==> config.mk <==
export PLATFORM = sky130hd
export DESIGN_NAME = access_enable_reader
export DESIGN_NICKNAME = d
export VERILOG_FILES = /design/src/rtl/access_enable_reader_pkg.sv /design/src/rtl/access_enable_reader.sv
export SDC_FILE = /design/constraint.sdc
export NUM_CORES = 1
export LEC_CHECK = 0
export ABC_CLOCK_PERIOD_IN_PS = 1830
export BUFFER_PORTS_ARGS = -buffer_cell sky130_fd_sc_hd__clkbuf_2
export CAP_MARGIN = 20
export CORE_MARGIN = 8
export CORE_UTILIZATION = 49
export DETAILED_ROUTE_END_ITERATION = 6
export PLACE_DENSITY = 0.76
export SYNTH_ARGS = -nofsm -noshare
export SYNTH_HDL_FRONTEND = slang
export SYNTH_SLANG_ARGS = --single-unit
==> constraint.sdc <==
create_clock -name clock -period 1.83 [get_ports clock]
set_input_delay 0.183 -clock clock [delete_from_list [all_inputs] [get_ports clock]]
set_output_delay 0.183 -clock clock [all_outputs]
set_load 0.02 [all_outputs]
==> src/rtl/access_enable_reader_pkg.sv <==
// rtl/access_enable_reader_pkg.sv - shared state encoding and widths for access_enable_reader
package access_enable_reader_package;

  // Occupancy counts 0..2 buffered entries
  localparam int OCC_W = 2;

  // EMPTY: nothing buffered, ONE: main valid, TWO: main and skid valid
  typedef enum logic [1:0] {
    EMPTY = 2'd0,
    ONE   = 2'd1,
    TWO   = 2'd2
  } state_t;

endpackage

==> src/rtl/access_enable_reader.sv <==
// rtl/access_enable_reader.sv - drains a read-enable source into a valid/ready stream via main+skid registers
module access_enable_reader
  import access_enable_reader_package::*;
#(
  parameter int WIDTH = 8
) (
  input  logic             clock,
  input  logic             reset,
  output logic             upstream_read_enable,
  input  logic [WIDTH-1:0] upstream_read_data,
  input  logic             upstream_empty,
  output logic             downstream_valid,
  input  logic             downstream_ready,
  output logic [WIDTH-1:0] downstream_data,
  output logic [OCC_W-1:0] occupancy
);

  state_t           state_q, state_d;
  logic [WIDTH-1:0] main_q, main_d;
  logic [WIDTH-1:0] skid_q, skid_d;
  logic             pop;
  logic             take;

  // Pop decision uses only registered state, so downstream_ready never reaches the upstream enable;
  // held low during reset so nothing is popped into a register that is being cleared
  always_comb begin
    pop                  = !reset && !upstream_empty && (state_q != TWO);
    take                 = downstream_valid && downstream_ready;
    upstream_read_enable = pop;
    downstream_valid     = (state_q != EMPTY);
    downstream_data      = main_q;
    case (state_q)
      ONE:     occupancy = 2'd1;
      TWO:     occupancy = 2'd2;
      default: occupancy = 2'd0;
    endcase
  end

  // Next-state and data steering; skid is only written when an entry arrives while main is stalled
  always_comb begin
    state_d = state_q;
    main_d  = main_q;
    skid_d  = skid_q;
    case (state_q)
      EMPTY: begin
        if (pop) begin
          state_d = ONE;
          main_d  = upstream_read_data;
        end
      end
      ONE: begin
        if (pop && take) begin
          main_d = upstream_read_data;
        end else if (pop) begin
          state_d = TWO;
          skid_d  = upstream_read_data;
        end else if (take) begin
          state_d = EMPTY;
        end
      end
      TWO: begin
        if (take) begin
          state_d = ONE;
          main_d  = skid_q;
        end
      end
      default: begin
        state_d = EMPTY;
      end
    endcase
  end

  // State and data registers, cleared asynchronously
  always_ff @(posedge clock or posedge reset) begin
    if (reset) begin
      state_q <= EMPTY;
      main_q  <= '0;
      skid_q  <= '0;
    end else begin
      state_q <= state_d;
      main_q  <= main_d;
      skid_q  <= skid_d;
    end
  end

endmodule

# After elaboration in Yosys (flattened, before gate mapping)
# Index checks and enable logic that the tools add are counted.
[op_classes] eq_ne=8 muxes=11 n_bitwise=1 n_reduce_logical=12
[op_table] operator="$mux 8" n=3
[op_table] operator="$pmux 8 s3" n=1
[op_table] operator="$mux 2" n=5
[op_table] operator="$ne 2x2->1 const B" n=5
[op_table] operator="$reduce_and 4->1" n=2
[op_table] operator="$pmux 2 s3" n=1
[op_table] operator="$logic_and 1x1->1" n=4
[op_table] operator="$pmux 2 s2" n=1
[op_table] operator="$ne 3x3->1 const B" n=1
[op_table] operator="$reduce_and 3->1" n=1
[op_table] operator="$reduce_bool 3->1" n=1
[op_table] operator="$eq 2x1->1 const B" n=1
[op_table] operator="$eq 2x2->1 const B" n=1
[op_table] operator="$logic_not 1->1" n=2
[op_table] operator="$logic_not 2->1" n=1
[op_table] operator="$reduce_bool 2->1" n=1
[op_table] operator="$not 1->1" n=1
[word_totals] ff_bits=18 in_bits=12 out_inout_bits=12

# Depth between registers and ports, before layout
[depth] depth_word=6 mapped_depth=4

# Worst setup path before layout
# Ideal clock, no wire load.
[synth_timing] path_kind="reg2reg" start="register state_q[1]" end="register main_q[0] (netlist: downstream_data[0])" arrival_ns=1.335 t_required_ns=1.707 path_slack_ns=0.372 stages_incl_launch_ff=5 path_buffers=1 period_less_slack_ns=1.458 path_cell_list="dfrtp_1 > or3_1 > buf_6 > or3_1 > o221a_2"
[synth_via] elab_chain_len=5 word_cells_on_any_way=14
[synth_rtl] element="start: declaration" line="access_enable_reader.sv:18" text="state_t state_q, state_d;"
[synth_rtl] element="start signal: assignment" line="access_enable_reader.sv:80" text="state_q <= state_d;"
[synth_rtl] element="$ne 2x2->1 / $reduce_bool 2->1 (equally long branches)" line="access_enable_reader.sv:27, access_enable_reader.sv:30"
[synth_rtl] element="$logic_and 1x1->1 (on tied branches)" line="access_enable_reader.sv:27, access_enable_reader.sv:28"
[synth_rtl] element="$logic_and 1x1->1" line="access_enable_reader.sv:52" text="if (pop && take) begin"
[synth_rtl] element="$ne 2x2->1 (no source line)"
[synth_rtl] element="$reduce_and 4->1 (no source line)"
[synth_rtl] element="end signal: assignment" line="access_enable_reader.sv:81" text="main_q <= main_d;"
[synth_rtl] element="end: declaration" line="access_enable_reader.sv:19" text="logic [WIDTH-1:0] main_q, main_d;"
# Parallel ways exist; a longest one is shown, timed or not.
# A chain may end at the register's enable or synchronous reset.

# Worst setup path after layout
[layout_timing] start="register state_q[1]" end="register main_q[3] (netlist: downstream_data[3])"
# The elaborated chain is that of the path after synthesis.

==> flow_metrics.tcl <==
set metrics [dict create \
    status "finished with violations" \
    violations "negative hold slack" \
    required_ns 2.07 \
    cts_resized 0 \
    tns_ns 0 \
    ios 24 \
    hpwl_mm 1.26 \
    initial_core_util_pct 53.4 \
    antenna_found_initial 0 \
    synthFlopType "dfrtp_1" \
    synth_area_um2 813 \
    r2r_slack_ns 0.26 \
    clkLatencyLatePin_ns 0.29 \
    synth_top_area_share_pct 55.4 \
    drive_gt1_share_pct 44.2 \
    wirelength_mm 1.72 \
    cap_violations 0 \
    vias 601 \
    min_period_over_period_pct 86.1 \
    clock.fmax_mhz 635 \
    drt-initial-drc-count 17 \
    synth_edf_count 0 \
    leakage_nw 0.464 \
    hold_slack_ns -0.0226 \
    path_class "reg -> reg" \
    worst_path_max_delay_cell "or3_1" \
    fp.dieArea_um2 3220 \
    cts.sinks 18 \
    finalSetupViolations 0 \
    diodes 0 \
    critPathLaunch "state_q[1]" \
    grtUsageTotal_pct 11.7 \
    hold_violations 18 \
    design.core.area_um2 1520 \
    synth_most_common_cell "dfrtp_1" \
    cts_tree "yes" \
    startpoint_type "flip-flop" \
    top_layer "met4" \
    avgRoutedWirePerCell_um 16.8 \
    relSlewSlack_pct 56.2 \
    clock-skew-final_ns 0.00946 \
    ir_drop_v 0.000707 \
    via_per_inst 5.89 \
    final_nets 99 \
    cts-hold-fix-buffers 0 \
    postCtsSetupBuffers 0 \
    wl_met1_um 704 \
    crit_chain "or3_1 > o21ai_4 > o221a_2" \
    max_stage_delay_ns 0.54 \
    worstMarginPinSlew_ns 0.656 \
    clk_pin_slew_ns 0.11 \
    fin_cells 102 \
    synth_nets 73 \
    wl_met3_um 110 \
    firstDrtPassIters 4 \
    synth_cells 61 \
    cts.path.max_buffers 2 \
    synth_area_leader_cell "dfrtp_1" \
    reg2reg_to "downstream_data[3]" \
    grt_pass1_wl_mm 3.08 \
    ys_types 20 \
    die_w_um 56.7 \
    grt_setup_unrepaired "false" \
    endpoint_kind "flip-flop" \
    worstPathArrival_ns 1.82 \
    die_h_um 56.7 \
    yosysWarnings 0 \
    rows 14 \
    slew_violations 0 \
    p_per_area_nw_per_um2 1190 \
    ant_nets 0 \
    synthTopCellsByArea "dfrtp_1 55%, mux2_1 11%, o221a_2 11%" \
    cp_max_fo 10 \
    synthArstFlopShare_pct 100 \
    grt_overflow 0 \
    fin_crit_ns 1.57 \
    grt_max_degree 19 \
    synth_seq_area_share_pct 55.4 \
    reg2reg_from "state_q[1]" \
    place_inst 98 \
    synth_commonest_cells "18 x dfrtp_1, 9 x or3_1, 8 x mux2_1, 8 x o221a_2" \
    place_congestion 0.730 \
    syn_to_final_growth_pct 19.5 \
    synth.avg_cell_area_um2 13.3 \
    hold_class "in -> async" \
    cts_buffers 3 \
    cts_max_level 1 \
    drc 0 \
    numPortBuffers 23 \
    grt_pass1_vias 669 \
    synth-seq-cells 18 \
    final_core_util_pct 63.8 \
    wl_met2_um 874 \
    cts_root_buffer "clkbuf_4" \
    crit_end "downstream_data[3]" \
    ff2ff_path_depth 3 \
]
-- stage by stage --
stage                     total power, mW  setup WS (ns)  instance area (um^2)
after floorplan                     0.808          0.372                   813
after global placement              0.912          0.279                   936
after detailed placement            0.930          0.259                   936
after CTS                            1.17          0.253                   972
after global routing                 1.24          0.169                   972
final                                1.16          0.255                   972
-- worst min-delay path by stage --
stage | startpoint | endpoint | slack (ns) | depth (start not counted)
finish | reset | downstream_data[6] | -0.02 | 2
global route | reset | downstream_data[6] | 0.04 | 2
CTS | reset | downstream_data[5] | 0.007 | 2
detailed placement | reset | skid_q[6] | 0.33 | 2
global placement | reset | state_q[0] | 0.34 | 2
floorplan | reset | downstream_data[0] | 0.12 | 1
-- registers in the layout (all words and copies together), names as in the netlist --
register / flops
downstream_data: 8
state_q: 2
skid_q: 8
-- power breakdown --
part / total, mW / internal (mW) / leakage [nW] / switching, mW
clock: 0.242 / 0.121 / 0.0210 / 0.120
combinational: 0.327 / 0.152 / 0.232 / 0.175
sequential: 0.589 / 0.520 / 0.211 / 0.0693
-- cell usage in the layout, fill, tap and decap left out, types with 2 or more instances in the layout --
cell,count
mux2_1,8
inv_1,2
clkbuf_4,3
o221a_2,8
clkbuf_2,23
dfrtp_1,18
nor2b_1,2
or3_1,9
-- cell families after synthesis --
logic type	Yosys count	share of synthesized area, %
AO/OA/AOI/OAI	12	15.7
buffers and inverters	5	3.38
flip-flops	18	55.4
multiplexers	9	12.3
AND/OR/NAND/NOR	17	13.2
-- cell type report --
class                   instances  area (um^2)
clock buffers                   4         36.3
fillers                       120          552
inverters                       2         7.51
multi-input cells              38          335
flip-flops and latches         18          450
well taps                      16         20.0
repair buffers                 24          123
-- critical path, delay by kind of cell (launching register included) --
family | cells | cell delay, ns
simple gates | 1 | 0.54
compound gates | 2 | 0.53
flops | 1 | 0.45
-- layer usage --
layer  global-route usage (%)  vias to the layer above
li1                         -                      282
met3                     4.94                        4
met1                     13.5                      298
met4                     4.03                        0
met5                        0                        -
met2                     18.8                       17
No activity file was read; power rests on OpenSTA's default activity.
